<file path="src/rtl/flippy_column_array.sv">
// FlippyBit game engine: several independently falling letter columns with LFSR spawning,
// guess matching, saturating score and sticky game-over detection.
module flippy_column_array #(
  parameter int unsigned NUM_COLS  = 3,
  parameter int unsigned DATA_W    = 8,
  parameter int unsigned ROWS      = 22,
  parameter int unsigned ROW_W     = 5,
  parameter int unsigned TICK_DIV  = 25_000_000,
  parameter int unsigned SPAWN_GAP = 7,
  parameter logic [15:0] LFSR_SEED = 16'hACE1
) (
  input  logic                       clock,
  input  logic                       reset_signal,
  input  logic [DATA_W-1:0]          user_input,
  input  logic                       submit,
  output logic [NUM_COLS*DATA_W-1:0] letters,
  output logic [NUM_COLS*ROW_W-1:0]  ypos,
  output logic [NUM_COLS-1:0]        active,
  output logic                       correct,
  output logic                       miss,
  output logic [15:0]                score,
  output logic                       game_over
);
  localparam int unsigned TICK_W  = (TICK_DIV  > 1) ? $clog2(TICK_DIV)  : 1;
  localparam int unsigned SPAWN_W = (SPAWN_GAP > 1) ? $clog2(SPAWN_GAP) : 1;
  localparam logic [TICK_W-1:0]  TICK_LAST  = TICK_W'(TICK_DIV - 1);
  localparam logic [SPAWN_W-1:0] SPAWN_LAST = SPAWN_W'(SPAWN_GAP - 1);
  localparam logic [ROW_W-1:0]   ROW_LAST   = ROW_W'(ROWS - 1);

  logic [15:0]         lfsr;
  logic [TICK_W-1:0]   tick_cnt;
  logic [SPAWN_W-1:0]  spawn_cnt;
  logic                submit_q;

  logic                tick;
  logic                guess;
  logic                hit;
  logic                overflow;
  logic                free_found;
  logic [ROW_W-1:0]    best_y;
  logic [NUM_COLS-1:0] clear_mask;
  logic [NUM_COLS-1:0] moving;
  logic [NUM_COLS-1:0] spawn_mask;

  always_comb begin
    tick       = (tick_cnt == TICK_LAST);
    guess      = submit & ~submit_q & ~game_over;
    hit        = 1'b0;
    best_y     = '0;
    clear_mask = '0;
    // Strictly-greater compare in ascending order keeps the lowest index on ypos ties.
    if (guess) begin
      for (int unsigned c = 0; c < NUM_COLS; c++) begin
        if (active[c] && (letters[c*DATA_W +: DATA_W] == user_input) &&
            (!hit || (ypos[c*ROW_W +: ROW_W] > best_y))) begin
          hit           = 1'b1;
          best_y        = ypos[c*ROW_W +: ROW_W];
          clear_mask    = '0;
          clear_mask[c] = 1'b1;
        end
      end
    end

    moving   = active & ~clear_mask;
    overflow = 1'b0;
    for (int unsigned c = 0; c < NUM_COLS; c++) begin
      if (moving[c] && (ypos[c*ROW_W +: ROW_W] == ROW_LAST)) overflow = 1'b1;
    end

    // Free slot is judged on the start-of-cycle state, so a column cleared now is not reused.
    spawn_mask = '0;
    free_found = 1'b0;
    for (int unsigned c = 0; c < NUM_COLS; c++) begin
      if (!active[c] && !free_found) begin
        spawn_mask[c] = 1'b1;
        free_found    = 1'b1;
      end
    end
  end

  always_ff @(posedge clock or posedge reset_signal) begin
    if (reset_signal) begin
      lfsr      <= LFSR_SEED;
      tick_cnt  <= '0;
      spawn_cnt <= SPAWN_LAST;
      submit_q  <= 1'b0;
      letters   <= '0;
      ypos      <= '0;
      active    <= '0;
      correct   <= 1'b0;
      miss      <= 1'b0;
      score     <= '0;
      game_over <= 1'b0;
    end else begin
      lfsr     <= {lfsr[14:0], lfsr[15] ^ lfsr[13] ^ lfsr[12] ^ lfsr[10]};
      submit_q <= submit;
      correct  <= hit;
      miss     <= guess & ~hit;
      if (!game_over) begin
        tick_cnt <= tick ? '0 : tick_cnt + 1'b1;
        if (hit && (score != '1)) score <= score + 1'b1;
        for (int unsigned c = 0; c < NUM_COLS; c++) begin
          if (clear_mask[c]) begin
            active[c]                    <= 1'b0;
            ypos[c*ROW_W +: ROW_W]       <= '0;
            letters[c*DATA_W +: DATA_W]  <= '0;
          end
        end
        if (tick) begin
          if (overflow) begin
            game_over <= 1'b1;
          end else begin
            for (int unsigned c = 0; c < NUM_COLS; c++) begin
              if (moving[c]) ypos[c*ROW_W +: ROW_W] <= ypos[c*ROW_W +: ROW_W] + 1'b1;
            end
            if (spawn_cnt == SPAWN_LAST) begin
              spawn_cnt <= '0;
              for (int unsigned c = 0; c < NUM_COLS; c++) begin
                if (spawn_mask[c]) begin
                  active[c]                   <= 1'b1;
                  ypos[c*ROW_W +: ROW_W]      <= '0;
                  letters[c*DATA_W +: DATA_W] <= lfsr[DATA_W-1:0];
                end
              end
            end else begin
              spawn_cnt <= spawn_cnt + 1'b1;
            end
          end
        end
      end
    end
  end
endmodule

</file>
<file path="config.mk">
export PLATFORM = sky130hd
export DESIGN_NAME = flippy_column_array
export DESIGN_NICKNAME = d
export VERILOG_FILES = /design/src/rtl/flippy_column_array.sv
export SDC_FILE = /design/constraint.sdc
export NUM_CORES = 1
export LEC_CHECK = 0
export CORE_MARGIN = 4
export CORE_UTILIZATION = 55
export DETAILED_ROUTE_END_ITERATION = 10
export HOLD_SLACK_MARGIN = 0.08
export PLACE_DENSITY_LB_ADDON = 0.3
export SLEW_MARGIN = 5
export SYNTH_ARGS = -nofsm -noshare
export SYNTH_HDL_FRONTEND = slang
export SYNTH_SLANG_ARGS = --single-unit
</file>
<file path="constraint.sdc">
create_clock -name clock -period 10.7 [get_ports clock]
set_input_delay 2.14 -clock clock [delete_from_list [all_inputs] [get_ports clock]]
set_output_delay 2.14 -clock clock [all_outputs]
set_load 0.05 [all_outputs]
</file>
# Word level (Yosys, flattened, before mapping)
# Cells that the tools add are included.
word_totals:
  output_inout_bits: 61
  register_bits: 106
  elab_cells: 116
op_classes:
  bitwise: 12
  n_reduce_logical: 20
  n_eq_ne: 9
  addsub: 6
  magnitude_cmp: 2
  n_mux: 56
ops:
  columns: ["operator", "count"]
  rows:
  - ["$mux 24", 3]
  - ["$mux 5", 13]
  - ["$mux 8", 6]
  - ["$mux 15", 3]
  - ["$add 25x1->25 const B", 1]
  - ["$eq 25x25->1 const B", 1]
  - ["$mux 25", 1]
  - ["$eq 8x8->1", 3]
  - ["$mux 1", 23]
  - ["$mux 3", 7]
  - ["$add 16x1->16 const B", 1]
  - ["$ne 16x16->1 const B", 1]
  - ["$add 5x1->5 const B", 3]
  - ["$eq 5x5->1 const B", 3]
  - ["$logic_and 1x1->1", 11]
  - ["$gt 5x5->1", 2]
  - ["$logic_not 1->1", 5]
  - ["$not 1->1", 4]
  - ["$add 3x1->3 const B", 1]
  - ["$and 1x1->1", 3]
  - ["$and 3x3->3", 1]
  - ["$eq 3x3->1 const B", 1]
  - ["$not 3->3", 1]
  - ["$reduce_and 3->1", 1]
  - ["other kinds (3)", 6]

# Logic depth before layout (Yosys ltp)
# Gate-level depths: netlist of run 1.
logic_depth:
  word_depth: 23
  depth_mapped: 24
  depth_no_buf: 21

# Least setup slack after synthesis of run 1
# No wires, ideal clock.
synth_path:
  path_type: "in2reg"
  start: "input port user_input[6]"
  end: "register ypos[13]"
  path_buffers: 2
  arrival_ps: 7274
  setup_slack_ps: 3300
  setup_ps: 126
  cell_stages: 23
  path_cell_list: "xnor2_1 nand3_1 nor3_1 nand2_1 ha_1 nand4_1 or2_2 a2111oi_0 nor2b_1 clkbuf_1 nor2_1 a21oi_1 ha_1 nand4_1 o2111a_1 and4bb_4 a2111oi_4 nor2_2 or3_1 buf_2 or3_1 and3_1 a221o_1"
synth_between:
  elab_chain_len: 22
synth_rtl:
  columns: ["element", "line", "text"]
  rows:
  - ["from (decl)", "14", "input logic [DATA_W-1:0] user_input,"]
  - ["$eq 8x8->1", "54", "if (active[c] && (letters[c*DATA_W +: DATA_W] == user_input) &&"]
  - ["$logic_and 1x1->1", "54", null]
  - ["$mux 5 or $mux 1 (tied branches)", "54", null]
  - ["$mux 5 or $mux 1 (tied branches)", "52", "if (guess) begin"]
  - ["$gt 5x5->1 or $logic_not 1->1 (tied branches)", "55", "(!hit || (ypos[c*ROW_W +: ROW_W] > best_y))) begin"]
  - ["$logic_or 1x1->1", "55", null]
  - ["$logic_and 1x1->1", "54", null]
  - ["$mux 5 or $mux 1 (tied branches)", "54", null]
  - ["(+4 left out)", null, null]
  - ["$mux 3 *", "54", null]
  - ["$mux 3 *", "52", null]
  - ["$not 3->3", "64", "moving = active & ~clear_mask;"]
  - ["$and 3x3->3", "64", null]
  - ["$logic_and 1x1->1", "67", "if (moving[c] && (ypos[c*ROW_W +: ROW_W] == ROW_LAST)) overflow = 1'b1;"]
  - ["$mux 1 (3 in series)", "67", null]
  - ["$mux 15", "110", "if (overflow) begin"]
  - ["$mux 15 *", "109", "if (tick) begin"]
  - ["to (signal, indexed assignment)", "114", "if (moving[c]) ypos[c*ROW_W +: ROW_W] <= ypos[c*ROW_W +: ROW_W] + 1'b1;"]
  - ["to (decl)", "17", "output logic [NUM_COLS*ROW_W-1:0] ypos,"]
# Every way passes the cells marked *; elsewhere a longest branch is shown, timed or not. The select of a mux whose other input is x is not followed.
# A chain may end at the register's enable or synchronous reset.

# Final worst setup path of run 1
layout_path:
  start: "input port user_input[2]"
  end: "register letters[17]"
layout_between:
  elab_chain_len: 22
layout_rtl:
  columns: ["element", "line", "text"]
  rows:
  - ["$eq 8x8->1", "54", null]
  - ["$logic_and 1x1->1", "54", null]
  - ["$mux 5 or $mux 1 (tied branches)", "54", null]
  - ["$mux 5 or $mux 1 (tied branches)", "52", null]
  - ["$gt 5x5->1 or $logic_not 1->1 (tied branches)", "55", null]
  - ["$logic_or 1x1->1", "55", null]
  - ["$logic_and 1x1->1", "54", null]
  - ["$mux 5 or $mux 1 (tied branches)", "54", null]
  - ["(+4 left out)", null, null]
  - ["$mux 3 *", "54", null]
  - ["$mux 3 *", "52", null]
  - ["$not 3->3", "64", null]
  - ["$and 3x3->3", "64", null]
  - ["$logic_and 1x1->1", "67", null]
  - ["$mux 1 (3 in series)", "67", null]
  - ["$mux 24", "110", null]
  - ["$mux 24 *", "109", null]
  - ["to (signal, indexed assignment)", "122", "letters[c*DATA_W +: DATA_W] <= lfsr[DATA_W-1:0];"]
  - ["to (decl)", "16", "output logic [NUM_COLS*DATA_W-1:0] letters,"]
# Marked as above.

==> results.yml, run 1 <==
outcome:
  run_status: "finished, final reports clean"
drt:
  via_count: 4174
  antenna_left: 0
  drt_pass1_iterations: 5
  drc_errors: 0
  routed_wl_um: 12470
  drt_iter0_drc: 266
  viasPerCell: 5.773
  avgRoutedWirePerCell_um: 17.25
floorplanning:
  die_x_um: 106.8
  core_area_um2: 9371
  die_y_um: 106.8
  start_util_pct: 57.33
  num_rows: 35
  die_area_um2: 11410
  ios: 72
clock_network:
  cts.sinks: 106
  hold_buffers: 0
  cts.clk_slew.worst_paths_ns: 0.12
  cts_inserted_buffers: 9
  post_cts_resized: 0
  cts_tree: "built"
  clk-insertion-delay-late_ns: 0.38
  ctsLongestPathBuffers: 2
  htreeDepth: 3
  root_buffer: "clkbuf_8"
  post_cts_buffers: 0
sta:
  worst_pin_slew_ns: 0.9759
  fmaxAchievable_mhz: 118.7
  rsz0062_at_grt: "false"
  period_needed_ns: 8.424
  finalMaxSlewViolations: 0
  fin_ws_ns: 2.276
  fin_crit_sh_pct: 78.73
  timing.slew.headroom_pct: 34.70
  fin_setup_tns_ns: 0
  clock_skew_ns: 0.01752
  finalSetupViolations: 0
  whs_ns: 0.3745
  hold_violations: 0
placement:
  portBuffers: 71
  gp_congestion: 0.8734
  dp_hpwl_um: 8790
  dpl_worst_slack_ns: 1.927
synth:
  ys.flop_type: "dfrtp_1"
  synth_edf_count: 0
  synth_area_um2: 5373
  yosys_warnings: 0
  syn_area_per_cell_um2: 10.27
  synth_cells: 523
  synthDistinctLibCells: 57
  synth_top_area_cell: "dfrtp_1"
  synth_nets: 552
  synth.top_cell.area_share_pct: 44.71
  synthTopCellsByArea: "dfrtp_1, xnor2_1, dfstp_2, nand2_1, ha_1"
  yosysSeqAreaShare_pct: 49.60
  ys_ff_latch: 106
  async_reset_ff_share_pct: 100.0
  yosys-top-cells-count: "dfrtp_1, nand2_1, xnor2_1"
  synth_most_common_cell: "dfrtp_1"
power:
  p_sw_mw: 0.1703
  max-vdd-ir-drop_uv: 68.19
  p_sw_share_pct: 23.74
  p_per_area_nw_per_um2: 112.0
  p_leak_nw: 2.783
  seq_power_share_pct: 55.9
  intPower_mw: 0.5472
  clockPowerShare_pct: 41.1
  power_frac_comb_pct: 3.0
  power_mw: 0.7175
critical_path:
  ff2ff_path_depth: 20
  crit_arrival_ns: 8.75
  cp.required_ns: 11.02
  crit_path_cell_trace: "clkdlybuf4s50_1, xnor2_1, nand3_1, nor3_1, nand2_1, ha_1, nand4_1, or2_2, a2111oi_0, nor2b_1, nor2_1, a21oi_1, ha_1, nand4_1, o2111a_1, and4bb_4, a2111oi_4, nor2_2, nor4_4, and3_1, a22o_1"
  start_kind: "input port"
  critical-path-slowest-cell: "nor4_4"
  criticalPathCategory: "in2reg"
  crit_fanout: 17
  cp-end-kind: "flip-flop"
  cp_slowest_stage_delay_ns: 0.74
min_path:
  min_path_cells: 0
  min_path_type: "reg2reg"
layout:
  fin_util_pct: 68.36
  area_growth_pct: 19.24
  drive_above_1_share_pct: 7.576
  multi_input_area_um2: 2585
  fill_cells: 763
  final_nets: 618
  n_antenna_cell: 0
  seqCellArea_um2: 2665
flow_run:
  cap_viol_max_count: 0
global_route:
  grt_pass1_vias: 4143
  overflow: 0
  grt_max_degree: 66
  grt_pass1_wl_um: 21240
  antenna_found_initial: 0
  grt.total_usage_pct: 23.22
## flip-flops by register name, indices dropped and copies added, names as in the netlist
register	cells
miss	1
active	3
lfsr	16
letters	24
correct	1
ypos	15
submit_q	1
game_over	1
score	16
tick_cnt	25
spawn_cnt	3
## layer usage
| layer | up-vias | track usage, % | wire, µm |
|---|---|---|---|
| met2 | 130 | 36.96 | 5963 |
| met5 | - | 0 | 0 |
| met1 | 2060 | 33.03 | 5643 |
| met4 | 0 | 4.384 | 157 |
| met3 | 14 | 5.358 | 705 |
| li1 | 1970 | - | - |
## kinds of logic (layout without fill, tap and decap cells)
logic type	after synthesis	in the layout	synth area share (%)
AOI/OAI and AO/OA	76	76	10.20
xor gates and xnor gates	68	68	11.09
adders and majority gates	18	18	4.192
buffers and inverters	26	97	2.282
DFF	106	106	49.60
muxes	2	2	0.4192
and+or+nand+nor	227	227	22.22
## per-stage QoR
| stage | cells | cell area (µm²) |
|---|---|---|
| 2_1_floorplan | 523 | 5373 |
| 3_3_place_gp | 707 | 6166 |
| 3_5_place_dp | 707 | 6166 |
| 4_1_cts | 723 | 6406 |
| 5_1_grt | 723 | 6406 |
| 6_report | 723 | 6406 |
## cells in the final DEF, fill, tap and decap left out, types with 12 or more instances in the layout
cell type,n
nor2_1,33
o21ai_0,25
a22o_1,12
xor2_1,16
nand3_1,33
nand4_1,16
and3_1,12
nand2_1,69
dfrtp_1,96
a21oi_1,12
clkdlybuf4s50_1,71
xnor2_1,52
ha_1,18
## final cells by class
| type | count | area share, % |
|---|---|---|
| Clock buffer | 9 | 1.934 |
| Clock inverter | 7 | 1.816 |
| Inverter | 9 | 0.5664 |
| Multi-Input combinational cell | 391 | 40.35 |
| Sequential cell | 106 | 41.60 |
| Tap cell | 129 | 2.520 |
| Timing Repair Buffer | 72 | 11.21 |
## power by group through the flow
stage,clock (mW),sequential (mW),combinational (mW)
6_report,0.295,0.401,0.0218
5_1_grt,0.314,0.401,0.0243
4_1_cts,0.298,0.401,0.0224
3_5_place_dp,0,0.409,0.0223
3_3_place_gp,0,0.409,0.0219
2_1_floorplan,0,0.409,0.0117
## final timing paths
kind	startpoint	endpoint	slack, ns
max	user_input[2]	letters[17]	2.28
min	lfsr[8]	lfsr[9]	0.37
max reg2reg	letters[2]	letters[17]	4.16
min reg2reg	lfsr[8]	lfsr[9]	0.37
max in group asynchronous	reset_signal	spawn_cnt[0]	7.38
min in group asynchronous	reset_signal	miss	2.14
## worst max-delay path: cells and delay by family
kind | cells | cell delay (ns)
fa+ha+maj | 2 | 0.68
xor+xnor | 1 | 0.15
compound gates | 5 | 1.56
buf+inv | 1 | 0.56
simple gates | 12 | 3.64
Power figures use the tool's default switching activity.
==> run 2, diff against run 1 <==
CORE_UTILIZATION = 50   (was 55)
clock period = 7.7 ns   (was 10.7 ns; I/O delays follow)
==> run 2 against run 1 <==
Net effect:
- final cell count up 1.5%
- via count down 2.3%
- clock power up 23%
- critical path type unchanged
- highest routed layer unchanged
- largest cell class unchanged
==> results.yml, run 2 (synthesis gave the netlist of run 1 again) <==
floorplanning:
  core_area_um2: 10420
  start_util_pct: 51.58
  die_y_um: 111.7
  num_rows: 37
  die_x_um: 111.7
  die_area_um2: 12470
  ios: 72
global_route:
  antenna_found_initial: 0
  grt_max_degree: 65
  grt_pass1_vias: 4169
  grt_pass1_wl_um: 21290
  grt.total_usage_pct: 20.85
  overflow: 0
clock_network:
  cts_tree: "built"
  root_buffer: "clkbuf_8"
  ctsLongestPathBuffers: 2
  htreeDepth: 3
  cts.sinks: 106
  cts.clk_slew.worst_paths_ns: 0.11
  clk-insertion-delay-late_ns: 0.40
  cts_inserted_buffers: 9
placement:
  dp_hpwl_um: 9119
  portBuffers: 71
  gp_congestion: 0.9265
sta:
  hold_violations: 0
  timing.slew.headroom_pct: 39.59
  clock_skew_ns: 0.02256
  fin_setup_tns_ns: 0
  fmaxAchievable_mhz: 140.7
  worst_pin_slew_ns: 0.9028
  rsz0062_at_grt: "false"
  fin_crit_sh_pct: 92.32
  period_needed_ns: 7.109
  finalSetupViolations: 0
  finalMaxSlewViolations: 0
  whs_ns: 0.3720
power:
  max-vdd-ir-drop_uv: 121.2
  p_leak_nw: 2.792
  p_per_area_nw_per_um2: 148.0
layout:
  largest-register: "tick_cnt"
  drive_above_1_share_pct: 8.194
  multi_input_area_um2: 2586
  seqCellArea_um2: 2665
  area_growth_pct: 19.56
  final_common_cell: "dfrtp_1"
  final_nets: 622
  largest_reg_flops: 25
  top_regs: "tick_cnt: 25 flops, letters: 24 flops"
  most-common-layout-cells: "dfrtp_1, clkdlybuf4s50_1, nand2_1, xnor2_1"
  n_antenna_cell: 0
  fill_cells: 889
  fin_util_pct: 61.67
drt:
  drc_errors: 0
  routed_wl_um: 12550
  avgRoutedWirePerCell_um: 17.10
  via_count: 4079
  drt_pass1_iterations: 5
  viasPerCell: 5.557
  drt_iter0_drc: 205
  antenna_left: 0
flow_run:
  cap_viol_max_count: 0
critical_path:
  crit_fanout: 9
  start_kind: "input port"
  cp-end-kind: "flip-flop"
  crit_arrival_ns: 7.38
  criticalPathCategory: "in2reg"
  cp.required_ns: 7.97
min_path:
  min_path_type: "reg2reg"
outcome:
  run_status: "finished, final reports clean"
-- run 2: cell count changes in the layout (fill, tap and decap cells not counted) --
cell,change
inv_8,-1
a2111oi_1,+1
buf_4,+4
a2111oi_0,-1
inv_12,+1
clkinv_8,+2
bufinv_16,-2
-- run 2: final timing paths --
check	from	end	slack, ns	cells past startpoint
max in group asynchronous	reset_signal	spawn_cnt[0]	5.00	3
setup reg to reg	letters[6]	ypos[12]	1.87	22
hold reg to reg	lfsr[14]	lfsr[15]	0.37	0
hold / removal	lfsr[14]	lfsr[15]	0.37	0
min in group asynchronous	reset_signal	tick_cnt[12]	1.53	2
setup / recovery	user_input[6]	ypos[12]	0.59	23
-- run 2: through the flow --
step	cells	worst slack (ns)	power, mW	cell area, µm²
after CTS	734	0.5652	0.9592	6422
after global placement	718	0.3926	0.5981	6205
final	734	0.5910	0.9509	6424
after detailed placement	718	0.1632	0.5986	6205
after global routing	734	0.08668	0.9886	6424
after floorplan	523	0.8999	0.5852	5373
-- run 2: critical path, stage by stage --
cell	delay [ns]
clkdlybuf4s50_1	0.57
xnor2_1	0.14
nand3_1	0.16
nor3_1	0.21
buf_4	0.18
nand2_1	0.08
ha_1	0.32
nand4_1	0.12
or2_2	0.29
a2111oi_1	0.50
nor2b_1	0.24
nor2_1	0.14
a21oi_1	0.07
ha_1	0.33
nand4_1	0.15
o2111a_1	0.28
and4bb_4	0.21
a2111oi_4	0.38
nor2_2	0.14
or3_1	0.46
or3_1	0.39
and3_1	0.20
a221o_1	0.26
-- run 2: final cells by class --
cell class / count / share of cell area, %
clock inverter: 7 / 1.461
tap: 136 / 2.649
sequential: 106 / 41.49
multi-input combinational: 391 / 40.26
inverter: 9 / 0.5649
clock buffer: 9 / 1.928
timing repair buffer: 76 / 11.65
-- run 2: what timing repair did --
action / in CTS / in global routing
hold buffers: 0 / 0
buffers inserted: 0 / 0
endpoints found under the setup margin: 0 / 1
gates resized for setup: 0 / 1
-- run 2: where the power goes --
group          switching (mW)  internal, mW  total (mW)
combinational          0.0195        0.0103      0.0298
clock                   0.229         0.135       0.364
sequential           0.000123         0.557       0.557
-- run 2: layer usage --
| layer | share of wire [%] | routed length [µm] | GRT usage [%] | vias to the layer above |
|---|---|---|---|---|
| li1 | - | - | - | 1970 |
| met1 | 46 | 5813 | 29.32 | 1984 |
| met2 | 47 | 5959 | 32.89 | 106 |
| met3 | 4.7 | 586 | 3.967 | 19 |
| met4 | 1.5 | 189 | 6.488 | 0 |
| met5 | 0 | 0 | 0 | - |
==> run 3, diff against run 2 <==
CELL_PAD_IN_SITES_DETAIL_PLACEMENT = 1   (was not set)
CELL_PAD_IN_SITES_GLOBAL_PLACEMENT = 2   (was not set)
CORE_UTILIZATION = 32   (was 50)
GPL_ROUTABILITY_DRIVEN = 0   (was not set)
==> run 3 against run 2 <==
Net effect:
- final area rose by 2.9%
- register-to-register slack got worse by 0.07 ns
- clock power rose by 23%
- combinational power rose by 3%
- flip-flop and latch count did not move
- utilization fell by 22 points
- via count rose by 1.7%
- final cell count rose by 12%
- setup slack got worse by 0.095 ns
- clock skew fell by 0.0078 ns
- highest routed layer unchanged
- sequential power barely moved
- die area rose by 52%
==> results.yml, run 3 (synthesis gave the netlist of run 1 again) <==
sta:
  fin_crit_sh_pct: 93.56
  fmaxAchievable_mhz: 138.8
  hold_violations: 0
  fin_setup_tns_ns: 0
  finalSetupViolations: 0
  clock_skew_ns: 0.01477
  finalMaxSlewViolations: 0
  rsz0062_at_grt: "false"
  timing.slew.headroom_pct: 26.36
  period_needed_ns: 7.204
  worst_pin_slew_ns: 1.100
clock_network:
  cts_inserted_buffers: 9
  root_buffer: "clkbuf_16"
  cts_tree: "built"
  cts.clk_slew.worst_paths_ns: 0.08
  post_cts_buffers: 0
  htreeDepth: 3
  clk-insertion-delay-late_ns: 0.36
  cts.sinks: 106
  ctsLongestPathBuffers: 2
global_route:
  grt.total_usage_pct: 16.91
  grt_pass1_wl_um: 24650
  use_met1_pct: 22.53
  antenna_found_initial: 0
  met3_usage_pct: 3.981
  overflow: 0
  grt_max_degree: 70
  grt-busiest-layer: "met2"
  grt_pass1_vias: 4562
  grtUsageMet2_pct: 26.33
min_path:
  min_path_type: "reg2reg"
power:
  p_leak_nw: 2.834
  power_mw: 1.036
  p_per_area_nw_per_um2: 156.7
  max-vdd-ir-drop_uv: 88.57
critical_path:
  cp_top_family: "simple AND/OR/NAND/NOR gates"
  cp.required_ns: 7.93
  crit_path_frequent_cell: "nand4_1"
  cp-end-kind: "flip-flop"
  cp_num_buf_inv: 2
  start_kind: "input port"
  crit_fanout: 9
  critical-path-slowest-cell: "clkdlybuf4s50_1"
  crit_path_cell_trace: "clkdlybuf4s50_1, xnor2_1, nand4_1, nor3_1, buf_4, nand2_1, ha_1, nand4_1, or2_2, a2111oi_1, nor2b_1, nor2_1, a21oi_1, ha_1, nand4_1, o2111a_1, and4bb_4, a2111oi_4, nor2_2, or3_1, or3_1, and3_1, a221o_1"
  cp_slowest_stage_delay_ns: 0.58
  crit_arrival_ns: 7.44
  criticalPathCategory: "in2reg"
layout:
  largest_reg_flops: 25
  most-common-layout-cells: "dfrtp_1, clkdlybuf4s50_1, nand2_1, xnor2_1"
  area_growth_pct: 23.06
  drive_above_1_share_pct: 8.333
  n_antenna_cell: 0
  largest-register: "tick_cnt"
  final_common_cell: "dfrtp_1"
  fin_area_um2: 6611
  top_regs: "tick_cnt: 25 flops, letters: 24 flops"
  final_nets: 624
flow_run:
  cap_viol_max_count: 0
floorplanning:
  ios: 72
  num_rows: 47
  die_y_um: 137.6
  die_area_um2: 18930
  die_x_um: 137.6
  start_util_pct: 32.51
  core_area_um2: 16520
drt:
  drc_errors: 0
  avgRoutedWirePerCell_um: 17.98
  drt_pass1_iterations: 4
  drt_iter0_drc: 204
  via_count: 4147
  routed_wl_um: 14750
  antenna_left: 0
  viasPerCell: 5.057
outcome:
  run_status: "finished, final reports clean"
placement:
  dp_hpwl_um: 11160
  postPlaceCellArea_um2: 6325
  portBuffers: 71
==> run 3: area by class of cell <==
cell class / instances / area [µm²]
timing repair buffer: 78 / 763.2
multi-input combinational: 391 / 2586
clock buffer: 10 / 229.0
sequential: 106 / 2665
inverter: 9 / 36.28
clock inverter: 6 / 56.30
fill: 1812 / 9913
tap: 220 / 275.3
==> run 3: path summary, 6_finish.rpt <==
path / startpoint / to / slack [ns] / cells after the start
max: user_input[5] / ypos[12] / 0.50 / 23
min: lfsr[8] / lfsr[9] / 0.35 / 0
max reg2reg: letters[0] / ypos[12] / 1.80 / 22
min reg2reg: lfsr[8] / lfsr[9] / 0.35 / 0
max in group asynchronous: reset_signal / ypos[0] / 4.89 / 3
min in group asynchronous: reset_signal / miss / 1.55 / 2
==> run 3: metrics by stage <==
stage	worst slack, ns	cells	hold WS, ns	utilization [%]
final	0.4955	820	0.3548	40.01
after global routing	0.01985	820	0.3728	40.01
after CTS	0.4414	820	0.3578	40.00
after detailed placement	0.07747	804	0.3397	38.28
after global placement	0.2359	804	0.3380	38.28
after floorplan	0.8999	523	0.3312	-
==> run 3: repair_timing <==
item / 4_1_cts / 5_1_grt
resized for setup: 0 / 1
endpoints found under the setup margin: 0 / 5
hold endpoints to repair: 0 / 0
hold buffers: 0 / 0
==> run 3: where the power goes <==
part	internal [mW]	total [mW]	switching [mW]	leakage [nW]
Clock	0.226	0.448	0.222	0.141
Combinational	0.0103	0.0307	0.0204	1.27
Sequential	0.557	0.557	0.000131	1.43
Total	0.793	1.04	0.243	2.83
==> run 3: worst reg2reg max path, delay by kind of cell, from the launching register on <==
kind                     cells  cell delay [ns]
flip-flops                   1             0.42
AND/OR/NAND/NOR             13             2.86
AO/OA/AOI/OAI                5             1.50
adder cells (fa/ha/maj)      2             0.65
buffers and inverters        1             0.18
XOR/XNOR                     1             0.17
==> run 3: layer usage <==
layer,share of wire [%],wire (µm),vias to the layer above
li1,-,-,1974
met1,47,6980,2064
met2,46,6792,77
met3,3.8,553,32
met4,2.8,420,0
met5,0,0,-
